## src/rtl/mips_pkg.sv

```systemverilog
// Shared types for the MIPS write-back path: default widths and the pending-queue entry.
// Latency: none; types and constants only.
// Backpressure: none; types and constants only.
package mips_pkg;

  localparam int DATA_W = 16;
  localparam int REG_AW = 3;

  // One queued MDU result. kill marks a result overtaken by a younger pipe write.
  typedef struct packed {
    logic              valid;
    logic              kill;
    logic [REG_AW-1:0] rd;
    logic [DATA_W-1:0] data;
  } wb_ent_t;

  // An entry still owes a real register write (r0 never counts).
  function automatic logic ent_live(input wb_ent_t e);
    return e.valid && !e.kill && (e.rd != '0);
  endfunction

endpackage

```

## src/rtl/wb_pend_fifo.sv

```systemverilog
// In-order pending queue for MDU results, with kill-by-address and a live-register mask.
// Latency: an enqueued entry is visible at the head and in pend_mask the next cycle.
// Backpressure: full blocks enqueue even in a dequeue cycle; enq/deq are ignored when full/empty.
module wb_pend_fifo
  import mips_pkg::*;
#(
  parameter int DEPTH = 2
) (
  input  logic                  clk,
  input  logic                  rst_n,
  input  logic                  enq,
  input  wb_ent_t               enq_ent,
  input  logic                  deq,
  input  logic                  kill_en,
  input  logic [REG_AW-1:0]     kill_rd,
  output wb_ent_t               head,
  output logic                  empty,
  output logic                  full,
  output logic [2**REG_AW-1:0]  pend_mask
);

  localparam int PTR_W = $clog2(DEPTH);

  wb_ent_t          mem [DEPTH];
  logic [PTR_W-1:0] hd;
  logic [PTR_W-1:0] tl;
  logic [PTR_W:0]   cnt;
  logic             enq_ok;
  logic             deq_ok;

  assign empty  = (cnt == '0);
  assign full   = (cnt == (PTR_W+1)'(DEPTH));
  assign enq_ok = enq && !full;
  assign deq_ok = deq && !empty;
  assign head   = mem[hd];

  // Pointers wrap naturally because DEPTH is a power of two.
  always_ff @(posedge clk or negedge rst_n) begin
    if (!rst_n) begin
      hd  <= '0;
      tl  <= '0;
      cnt <= '0;
    end else begin
      if (enq_ok) tl <= tl + PTR_W'(1);
      if (deq_ok) hd <= hd + PTR_W'(1);
      case ({enq_ok, deq_ok})
        2'b10:   cnt <= cnt + (PTR_W+1)'(1);
        2'b01:   cnt <= cnt - (PTR_W+1)'(1);
        default: cnt <= cnt;
      endcase
    end
  end

  // Entry storage: kills hit only entries already queued, so a same-cycle enqueue stays live.
  always_ff @(posedge clk or negedge rst_n) begin
    if (!rst_n) begin
      for (int i = 0; i < DEPTH; i++) mem[i] <= '0;
    end else begin
      for (int i = 0; i < DEPTH; i++) begin
        if (kill_en && mem[i].valid && (mem[i].rd == kill_rd)) mem[i].kill <= 1'b1;
      end
      if (deq_ok) mem[hd].valid <= 1'b0;
      if (enq_ok) mem[tl] <= enq_ent;
    end
  end

  // Registers with an outstanding queued write, for the hazard unit.
  always_comb begin
    pend_mask = '0;
    for (int i = 0; i < DEPTH; i++) begin
      if (ent_live(mem[i])) pend_mask[mem[i].rd] = 1'b1;
    end
  end

endmodule

```

## src/rtl/wb_port_arbiter.sv

```systemverilog
// Shares the register-file write port between the write-back stage and queued MDU results.
// Latency: pipe write 1 cycle; queued MDU >=2 cycles; MDU bypass (WB_ARB_BYPASS_EN) 1 cycle.
// Backpressure: mdu_ready drops when the queue is full; a starved queue forces a 1-cycle pipe_stall.
module wb_port_arbiter #(
  parameter int DATA_W     = mips_pkg::DATA_W,
  parameter int REG_AW     = mips_pkg::REG_AW,
  parameter int DEPTH      = 2,
  parameter int STARVE_MAX = 4
) (
  input  logic                 clk,
  input  logic                 rst_n,
  input  logic                 pipe_valid,
  input  logic [REG_AW-1:0]    pipe_rd,
  input  logic [DATA_W-1:0]    pipe_data,
  input  logic                 mdu_valid,
  input  logic [REG_AW-1:0]    mdu_rd,
  input  logic [DATA_W-1:0]    mdu_data,
  output logic                 mdu_ready,
  output logic                 pipe_stall,
  output logic                 rf_we,
  output logic [REG_AW-1:0]    rf_waddr,
  output logic [DATA_W-1:0]    rf_wdata,
  output logic [2**REG_AW-1:0] pend_mask
);
  import mips_pkg::*;

  localparam int SCNT_W = $clog2(STARVE_MAX + 1);

  wb_ent_t           enq_ent;
  wb_ent_t           head;
  logic              q_empty;
  logic              q_full;
  logic              grant_pipe;
  logic              grant_head;
  logic              grant_byp;
  logic              enq;
  logic              starve_hit;
  logic [SCNT_W-1:0] scnt;

  assign enq_ent = '{valid: 1'b1, kill: 1'b0, rd: mdu_rd, data: mdu_data};

  // Ready depends on registered occupancy only, never on this cycle's grant.
  assign mdu_ready = !q_full;

  // A stalled pipe hands its slot to the head; otherwise pipe first, then the queue.
  assign grant_head = head.valid && (pipe_stall || !pipe_valid);
  assign grant_pipe = !pipe_stall && pipe_valid;
`ifdef WB_ARB_BYPASS_EN
  assign grant_byp  = !pipe_stall && !pipe_valid && q_empty && mdu_valid;
`else
  assign grant_byp  = 1'b0;
`endif
  assign enq        = mdu_valid && mdu_ready && !grant_byp;
  assign starve_hit = !q_empty && !grant_head && (scnt == SCNT_W'(STARVE_MAX - 1));

  wb_pend_fifo #(.DEPTH(DEPTH)) u_fifo (
    .clk       (clk),
    .rst_n     (rst_n),
    .enq       (enq),
    .enq_ent   (enq_ent),
    .deq       (grant_head),
    .kill_en   (grant_pipe && (pipe_rd != '0)),
    .kill_rd   (pipe_rd),
    .head      (head),
    .empty     (q_empty),
    .full      (q_full),
    .pend_mask (pend_mask)
  );

  // Count consecutive cycles the head waits; a hit raises the stall and restarts the count.
  always_ff @(posedge clk or negedge rst_n) begin
    if (!rst_n) begin
      scnt       <= '0;
      pipe_stall <= 1'b0;
    end else begin
      pipe_stall <= starve_hit;
      if (q_empty || grant_head || starve_hit) scnt <= '0;
      else                                     scnt <= scnt + SCNT_W'(1);
    end
  end

  // Register the granted write; r0 and killed entries consume the slot without writing.
  always_ff @(posedge clk or negedge rst_n) begin
    if (!rst_n) begin
      rf_we    <= 1'b0;
      rf_waddr <= '0;
      rf_wdata <= '0;
    end else if (grant_pipe) begin
      rf_we    <= (pipe_rd != '0);
      rf_waddr <= pipe_rd;
      rf_wdata <= pipe_data;
    end else if (grant_head) begin
      rf_we    <= !head.kill && (head.rd != '0);
      rf_waddr <= head.rd;
      rf_wdata <= head.data;
    end else if (grant_byp) begin
      rf_we    <= (mdu_rd != '0);
      rf_waddr <= mdu_rd;
      rf_wdata <= mdu_data;
    end else begin
      rf_we    <= 1'b0;
      rf_waddr <= '0;
      rf_wdata <= '0;
    end
  end

endmodule

```

## config.mk

```make
export PLATFORM = sky130hd
export DESIGN_NAME = wb_port_arbiter
export DESIGN_NICKNAME = d
export VERILOG_FILES = /design/src/rtl/mips_pkg.sv /design/src/rtl/wb_pend_fifo.sv /design/src/rtl/wb_port_arbiter.sv
export SDC_FILE = /design/constraint.sdc
export NUM_CORES = 1
export LEC_CHECK = 0
export ABC_AREA = 1
export ABC_CLOCK_PERIOD_IN_PS = 3000
export BUFFER_PORTS_ARGS = -buffer_cell sky130_fd_sc_hd__buf_2
export CELL_PAD_IN_SITES_DETAIL_PLACEMENT = 0
export CELL_PAD_IN_SITES_GLOBAL_PLACEMENT = 1
export CORE_ASPECT_RATIO = 1.2
export CORE_UTILIZATION = 40
export CTS_CLUSTER_DIAMETER = 200
export DETAILED_ROUTE_END_ITERATION = 7
export PLACE_DENSITY_LB_ADDON = 0.08
export REMOVE_ABC_BUFFERS = 1
export SYNTH_ARGS = -nofsm -noshare
export SYNTH_HDL_FRONTEND = slang
export SYNTH_HIERARCHICAL = 1
export SYNTH_SLANG_ARGS = --single-unit
```

## constraint.sdc

```tcl
create_clock -name clk -period 3 [get_ports clk]
set_input_delay 0.45 -clock clk [delete_from_list [all_inputs] [get_ports clk]]
set_output_delay 0.45 -clock clk [all_outputs]
set_load 0.01 [all_outputs]
```

==> flow_summary_export.csv, run 1 <==
group,metric,value,unit
die,io_pins,72,
pwr,p_per_area,931,nW/um2
final_layout,register_area,1750,um2
critical_path,cp-end-kind,"flip-flop",
clock_network,clock_latency,0.35,ns
clock_network,clk_pin_slew,0.08,ns
run,max_cap_viol_count,0,
die,start_util,41.7,%
logic_synthesis,postSynth.asyncResetShare,100,%
detailed_routing,firstDrtPassIters,4,
final_layout,syn2layout_area_growth,16.4,%
detailed_routing,drcViolationCount,0,
detailed_routing,num_vias,2834,
clock_network,ctsResizeCount,0,
sta,slew-limit-headroom,55.7,%
logic_synthesis,synth_cell_types,27,
pwr,leakagePower,2.20,nW
final_layout,utilization,48.5,%
logic_synthesis,synth-edff-count,0,
grt,antenna_found_initial,0,
logic_synthesis,ys.flop_type,"dfrtp_1",
sta,drv_slew,0,
logic_synthesis,synth_most_common_cell,"nand2_1",
final_layout,drive_above_1_share,22.3,%
sta,fin_crit_sh,72.3,%
critical_path,crit_fanout,22,
grt,use_met1,24.1,%
final_layout,final_cell_area,3980,um2
logic_synthesis,synth_area_per_cell,7.90,um2
detailed_routing,drt-total-wl,7470,um
logic_synthesis,synth.largest_area_cell,"dfrtp_1",
die,fp-row-count,36,
clock_network,cts_root_buf,"clkbuf_8",
sta,finClkSkew,0.0140,ns
detailed_routing,wl_per_cell,12.0,um
logic_synthesis,netlist_area,3410,um2
grt,use_met2,30.9,%
final_layout,antennaDiodeCount,0,
sta,worst_slack,0.831,ns
grt,top_usage_layer,"met2",
sta,rsz0062_at_grt,"false",
sta,worstMarginPinSlew,0.665,ns
placement,placed_area,3800,um2
die,die_area,8910,um2
clock_network,clk_path_buf_depth,2,
outcome,status,"complete, no violations",
detailed_routing,drtIter0Drc,150,
clock_network,cts_hold_buf,0,
sta,finalSetupTns,0,ns
clock_network,cts_sinks,70,
detailed_routing,antenna_left,0,
sta,setup_viol,0,
die,die_w,86.3,um
critical_path,cp.arrival,2.43,ns
clock_network,cts_tree,"yes",
sta,fin_crit,2.17,ns
grt,grt.overflow.total,0,
sta,fmax,461,MHz
clock_network,cts_made_buffers,9,
placement,io_buffers,70,
pwr,p_total,3.70,mW
clock_network,h-tree-depth,3,
sta,finalHoldViolCount,0,
grt,grt_pass1_wl,12800,um
clock_network,post-cts-setup-buffers,0,
logic_synthesis,yosys-top-cells-area,"dfrtp_1, nand2_1, inv_1",
logic_synthesis,synthTopCellsByCount,"nand2_1, dfrtp_1, inv_1",
logic_synthesis,synth_warnings,6,
worst_hold_path,min_path_type,"in -> async",
placement,dp_hpwl,5100,um
pwr,peakVddDrop,0.000344,V
placement,globalplace.congestion,0.798,
die,die_h,103,um
final_layout,nFillCells,879,
logic_synthesis,synth.ff_latch_count,70,
critical_path,worstPathRequired,3.26,ns
die,placeableCoreArea,8200,um2
final_layout,num-nets-final,547,
logic_synthesis,synth_top_area_share,51.3,%
critical_path,cp-start-kind,"flip-flop",
detailed_routing,vias_per_cell,4.56,
final_layout,multi_input_area,1300,um2
logic_synthesis,seq_area_frac_synth,51.3,%
grt,grt_usage,18.7,%
grt,grt_max_degree,39,
grt,use_met3,4.21,%
grt,grt_pass1_vias,2766,
placement,pre_cts_slack,0.802,ns
logic_synthesis,syn_inst,432,
critical_path,path_class,"reg -> reg",
==> sequential cells by signal, indices dropped and copies added (netlist names) <==
register,cells
u_fifo/cnt,2
u_fifo/mem,42
rf_we,1
scnt,3
rf_waddr,3
u_fifo/hd,1
u_fifo/tl,1
pipe_stall,1
rf_wdata,16
==> per-layer routing <==
metal | part of all wire (%) | up-vias | wire, um
li1 | - | 1449 | -
met1 | 47 | 1313 | 3530
met2 | 48 | 61 | 3560
met3 | 3.6 | 11 | 270
met4 | 1.5 | 0 | 112
met5 | 0 | - | 0
==> cell type report <==
class,count,share of cell area [%]
multi-input combinational,288,32.8
clock inverter,6,1.16
sequential,70,44.1
clock buffer,10,3.21
inverter,59,5.63
timing repair buffer,74,9.57
tap,114,3.59
==> power by group <==
part	switching [mW]	leakage (nW)	total, mW	internal (mW)
logic	0.951	1.24	1.47	0.520
registers	0.216	0.873	1.55	1.33
clock network	0.379	0.0829	0.684	0.304
total	1.55	2.20	3.70	2.15
==> path summary, 6_finish.rpt <==
check,cells after the start,start,end,slack (ns)
setup / recovery,8,u_fifo/cnt[0],u_fifo/mem[17],0.83
hold / removal,1,rst_n,scnt[1],0.13
setup reg to reg,8,u_fifo/cnt[0],u_fifo/mem[17],0.83
hold reg to reg,1,scnt[0],scnt[0],0.43
max in group asynchronous,2,rst_n,u_fifo/mem[38],2.11
min in group clk,3,pipe_data[4],rf_wdata[4],0.30
==> cells in the final DEF (no fill, tap or decap), types with 4 or more instances in the layout <==
master	synthesis	routed
o21ai_2	10	10
inv_2	5	5
o21ai_1	13	13
nand2_2	4	4
clkbuf_8	0	9
nand2_1	178	178
nor2_1	18	18
buf_4	3	4
inv_1	53	53
dfrtp_1	70	70
conb_1	3	4
nand3_1	15	15
buf_2	2	70
o21ai_0	30	30
==> kinds of logic (layout without fill, tap and decap cells) <==
kind of cell,count (synthesis),count (layout),share of synthesized area (%)
adder cells (fa/ha/maj),3,3,1.10
XOR/XNOR,2,2,0.513
AND/OR/NAND/NOR,219,219,25.8
AO/OA/AOI/OAI,60,60,10.3
flip-flops,70,70,51.3
other,3,4,0.330
buffers and inverters,75,149,10.7
==> through the flow <==
stage	hold slack [ns]	instances
6_report	0.125	621
5_1_grt	0.159	621
4_1_cts	0.138	621
3_5_place_dp	0.427	605
3_3_place_gp	0.421	605
2_1_floorplan	0.154	417
==> worst max-delay path: stages, from the launching register on <==
cell,delay [ns]
dfrtp_1,0.44
inv_2,0.06
nand2_4,0.09
inv_1,0.05
nor2_1,0.28
nand3_2,0.46
inv_2,0.49
nand2_1,0.11
o21ai_1,0.09
Power figures use the tool's default switching activity.
==> run 2: changes to the inputs <==
- ABC_CLOCK_PERIOD_IN_PS: 3000 -> 1800
- CORE_UTILIZATION: 40 -> 36
- clock period: 3 -> 1.8 ns (I/O delays scaled with it)
==> flow_summary_export.csv, run 2 (same netlist as run 1, synthesis figures left out) <==
group,metric,value,unit
detailed_routing,drt-total-wl,7920,um
die,start_util,37.4,%
die,fp-row-count,38,
pwr,power_frac_comb,42.9,%
pwr,leakagePower,2.26,nW
placement,pre_cts_slack,0.0563,ns
final_layout,antennaDiodeCount,0,
critical_path,worstPathRequired,1.53,ns
final_layout,final_cell_mix,"nand2_1, buf_2, dfrtp_1",
run,max_cap_viol_count,0,
final_layout,drive_above_1_share,24.3,%
die,die_h,109,um
pwr,p_per_area,1540,nW/um2
placement,dp.cells,619,
final_layout,utilization,45.1,%
final_layout,final_common_cell,"nand2_1",
die,placeableCoreArea,9130,um2
final_layout,final_cell_area,4120,um2
outcome,status,"complete, no violations",
placement,dp_hpwl,5420,um
pwr,switchingPower,2.56,mW
sta,holdWs,0.125,ns
detailed_routing,firstDrtPassIters,4,
grt,grt_pass1_vias,2639,
sta,fin_crit_sh,92.8,%
sta,finalHoldViolCount,0,
critical_path,path_class,"reg -> out",
clock_network,cts_root_buf,"clkbuf_8",
clock_network,clk_pin_slew,0.07,ns
clock_network,clk_path_buf_depth,2,
die,die_w,90.9,um
grt,antenna_found_initial,0,
clock_network,cts_sinks,70,
critical_path,path_cells,"inv_1, nand2_1, nor2_2, nand3_1, o21ai_1, buf_2",
sta,finalSetupTns,0,ns
pwr,p_total,6.36,mW
grt,grt_pass1_wl,13200,um
critical_path,crit_fanout,4,
die,io_pins,72,
critical_path,cp-start-kind,"flip-flop",
grt,grt_usage,17.6,%
detailed_routing,vias_per_cell,4.46,
placement,placed_area,3910,um2
placement,globalplace.congestion,0.792,
final_layout,syn2layout_area_growth,20.6,%
pwr,seqPwrFrac,39.9,%
die,die_area,9880,um2
sta,fmax,598,MHz
worst_hold_path,min_path_type,"in -> reg",
final_layout,largest_register,"u_fifo/mem",
critical_path,max_stage_delay,0.36,ns
sta,fin_crit,1.67,ns
detailed_routing,num_vias,2849,
clock_network,h-tree-depth,3,
clock_network,cts_made_buffers,9,
final_layout,num-nets-final,559,
detailed_routing,wl_per_cell,12.4,um
grt,grt.overflow.total,0,
clock_network,clock_latency,0.34,ns
final_layout,largest_reg_flops,42,
pwr,peakVddDrop,0.000623,V
critical_path,cp.arrival,1.40,ns
pwr,p_sw_share,40.3,%
critical_path,cpMaxStageDelayCell,"dfrtp_1",
sta,drv_slew,0,
clock_network,cts_tree,"yes",
final_layout,nFillCells,970,
final_layout,layout.cells.non_filler,639,
sta,rsz0062_at_grt,"true",
detailed_routing,drtIter0Drc,107,
sta,worst_slack,0.129,ns
detailed_routing,drcViolationCount,0,
sta,setup_viol,0,
pwr,clockPowerShare,17.2,%
detailed_routing,antenna_left,0,
placement,io_buffers,70,
critical_path,cp-end-kind,"primary output",
sta,finClkSkew,0.00604,ns
pwr,internal_power,3.80,mW
final_layout,reg_top3,"u_fifo/mem: 42 flops, rf_wdata: 16 flops",
grt,grt_max_degree,37,
==> run 2: power by group through the flow <==
stage	Combinational, mW	Sequential, mW	Clock (mW)
after detailed placement	2.68	2.58	0
after global placement	2.66	2.56	0
after floorplan	1.66	2.65	0
after global routing	3.15	2.61	1.22
after CTS	2.70	2.55	1.14
final	2.73	2.54	1.09
==> run 2: layout make-up <==
class	instances	area (um2)	area share, %
tap	120	150	3.65
timing repair buffer	86	513	12.5
multi-input combinational	288	1310	31.9
sequential	70	1760	42.6
inverter	59	225	5.47
clock buffer	15	156	3.80
clock inverter	1	5.00	0.122
==> run 2: final timing paths <==
path / startpoint / to / slack, ns / cells past startpoint
setup / recovery: u_fifo/mem[40] / pend_mask[1] / 0.13 / 6
hold / removal: pipe_data[10] / rf_wdata[10] / 0.12 / 3
setup reg to reg: u_fifo/hd / u_fifo/cnt[1] / 0.14 / 11
hold reg to reg: scnt[0] / scnt[0] / 0.44 / 1
max in group asynchronous: rst_n / rf_wdata[1] / 0.94 / 3
min in group asynchronous: rst_n / u_fifo/cnt[0] / 0.31 / 2
==> run 2: per-layer routing <==
layer  GRT usage [%]  vias to the layer above  wire length, um
met4            8.39                        0              151
met5               0                        -                0
met2            27.8                       76             3650
met1            23.9                     1285             3790
met3            2.65                       11              327
li1                -                     1477                -
==> run 2: repair_timing <==
item,CTS,global route
gates resized for setup,2,8
setup buffers,0,3
endpoints found under the setup margin,7,11
pin swaps,0,1
cloned,0,0
hold buffers,1,0
hold endpoints to repair,11,0
==> run 2: critical path, delay by kind of cell (launching register included) <==
family / cells / cell delay, ns
AOI/OAI and AO/OA: 1 / 0.09
buffers and inverters: 2 / 0.24
DFF: 1 / 0.36
and+or+nand+nor: 3 / 0.37
==> run 3: changes to the inputs <==
- CORE_UTILIZATION: 36 -> 38
- CTS_BUF_LIST: unset -> sky130_fd_sc_hd__clkbuf_8
- CTS_CLUSTER_SIZE: unset -> 8
- SYNTH_HIERARCHICAL: 1 -> unset
==> flow_summary_export.csv, run 3 <==
group,metric,value,unit
logic_synthesis,netlist_area,3280,um2
critical_path,crit_fanout,4,
critical_path,r2r-start,"u_fifo.cnt[1]",
sta,fin_crit_sh,96.3,%
grt,grt_max_degree,37,
die,die_h,104,um
logic_synthesis,synth_warnings,0,
logic_synthesis,synthTopCellsByCount,"nand2_1, dfrtp_1, inv_1",
logic_synthesis,synth_area_per_cell,9.08,um2
pwr,peakVddDrop,0.000431,V
grt,grt_usage,18.1,%
sta,fmax,577,MHz
worst_hold_path,whs_path_depth,3,
clock_network,cts_root_buf,"clkbuf_8",
final_layout,reg_top3,"u_fifo.mem: 42 flops, rf_wdata: 16 flops",
outcome,status,"complete, no violations",
logic_synthesis,synth-edff-count,0,
final_layout,num-nets-final,491,
placement,globalplace.congestion,0.807,
pwr,p_per_area,755,nW/um2
detailed_routing,drt-total-wl,7450,um
detailed_routing,firstDrtPassIters,4,
critical_path,cp-start-kind,"flip-flop",
logic_synthesis,postSynth.asyncResetShare,100,%
clock_network,cts_tree,"yes",
clock_network,clk_pin_slew,0.08,ns
detailed_routing,num_vias,2639,
die,io_pins,72,
sta,drv_slew,0,
pwr,p_total,3.09,mW
placement,dp_hpwl,4990,um
sta,finalSetupTns,0,ns
final_layout,final_cell_mix,"nand2_1, buf_2, dfrtp_1",
sta,finClkSkew,0.0104,ns
logic_synthesis,syn_inst,361,
clock_network,h-tree-depth,3,
clock_network,clock_latency,0.34,ns
grt,antenna_found_initial,0,
final_layout,final_cell_area,4100,um2
placement,placed_area,3760,um2
die,die_w,86.8,um
logic_synthesis,synth_most_common_cell,"nand2_1",
grt,grt_pass1_wl,12400,um
final_layout,drive_above_1_share,37.3,%
die,placeableCoreArea,8240,um2
final_layout,antennaDiodeCount,0,
critical_path,cp.arrival,1.46,ns
logic_synthesis,synth.largest_area_cell,"dfrtp_1",
sta,setup_viol,0,
critical_path,path_class,"reg -> out",
grt,grt_pass1_vias,2543,
critical_path,cp-end-kind,"primary output",
worst_hold_path,min_path_type,"in -> reg",
critical_path,startpoint,"u_fifo.mem[19]",
run,max_cap_viol_count,0,
logic_synthesis,ys.flop_type,"dfrtp_1",
placement,io_buffers,70,
logic_synthesis,synth.ff_latch_count,70,
final_layout,syn2layout_area_growth,25.0,%
clock_network,clk_path_buf_depth,2,
logic_synthesis,seq_area_frac_synth,53.5,%
die,fp-row-count,36,
logic_synthesis,synth_cell_types,30,
sta,fin_crit,1.73,ns
critical_path,worst-r2r-cell-count,8,
detailed_routing,antenna_left,0,
logic_synthesis,synth_top_area_share,53.5,%
die,start_util,39.8,%
detailed_routing,vias_per_cell,4.67,
sta,finalHoldViolCount,0,
worst_hold_path,min_from,"pipe_data[14]",
detailed_routing,wl_per_cell,13.2,um
final_layout,final_common_cell,"nand2_1",
final_layout,nFillCells,848,
die,die_area,9000,um2
detailed_routing,drtIter0Drc,185,
grt,grt.overflow.total,0,
final_layout,largest_register,"u_fifo.mem",
logic_synthesis,yosys-top-cells-area,"dfrtp_1, nand2_1, o21ai_0",
clock_network,cts_made_buffers,9,
placement,dp.cells,539,
clock_network,cts_sinks,70,
detailed_routing,drcViolationCount,0,
final_layout,layout.cells.non_filler,565,
final_layout,largest_reg_flops,42,
critical_path,worstPathRequired,1.53,ns
pwr,leakagePower,2.18,nW
-- run 3: cell types whose count changed after synthesis, sizes merged, moves of 2 or more --
cell / change
or2: +16
conb: -2
inv: -21
nand3: -3
a21oi: +2
xor2: +2
nand2: -78
clkinv: +2
nand4: +3
o211ai: +16
nor2: -4
-- run 3: path summary, 6_finish.rpt --
check / end / slack, ns
max: pend_mask[6] / 0.07
min in group asynchronous: scnt[1] / 0.43
max in group asynchronous: u_fifo.mem[18] / 0.80
max reg2reg: u_fifo.cnt[1] / 0.24
min reg2reg: scnt[0] / 0.44
min: rf_wdata[14] / 0.13
-- run 3: worst max-delay path: stages, from the launching register on --
cell and delay, ns:
dfrtp_1 0.39, inv_2 0.07, nand2_2 0.07, a21oi_4 0.18, nand3_2 0.09, o21ai_0 0.17
buf_2 0.16
-- run 3: logic make-up after synthesis --
logic type,count (synthesis),share of synthesized area [%]
xor gates and xnor gates,3,0.802
AOI/OAI and AO/OA,77,15.0
buffers and inverters,54,7.79
DFF,70,53.5
adders and majority gates,3,1.15
other,1,0.114
and+or+nand+nor,153,21.6
-- run 3: timing repair --
| action | CTS | global route |
|---|---|---|
| endpoints found under the hold margin | 35 | 0 |
| hold buffers | 1 | 0 |
| pin swaps | 1 | 2 |
| gates resized for setup | 2 | 17 |
| setup buffers | 0 | 9 |
| endpoints found under the setup margin | 6 | 7 |
-- run 3: cell type report --
type | count | area [um2] | area share (%)
Inverter | 40 | 155 | 3.79
Multi-Input combinational cell | 237 | 1310 | 32.0
Clock inverter | 6 | 77.6 | 1.89
Clock buffer | 10 | 138 | 3.36
Sequential cell | 70 | 1760 | 42.9
Tap cell | 114 | 143 | 3.48
Timing Repair Buffer | 88 | 515 | 12.6
-- run 3: layer usage --
metal / wire length, um / vias to the layer above / global-route usage, %
met3: 273 / 6 / 3.90
met4: 87 / 0 / 6.07
met2: 3690 / 70 / 30.2
met1: 3400 / 1237 / 23.0
li1: - / 1326 / -
met5: 0 / - / 0
-- run 3: through the flow --
stage	setup slack, ns	utilization (%)	hold WS [ns]
CTS	0.00179	48.4	0.113
global route	-0.0565	49.7	0.122
floorplan	0.0409	-	-0.0256
detailed placement	0.237	45.6	0.267
global placement	0.282	45.6	0.269
finish	0.0657	49.7	0.131
-- run 3: power by group --
| group | internal, mW | leakage (nW) | switching (mW) |
|---|---|---|---|
| Clock | 0.804 | 0.119 | 0.565 |
| Sequential | 1.57 | 0.924 | 0 |
| Combinational | 0.0570 | 1.13 | 0.0915 |
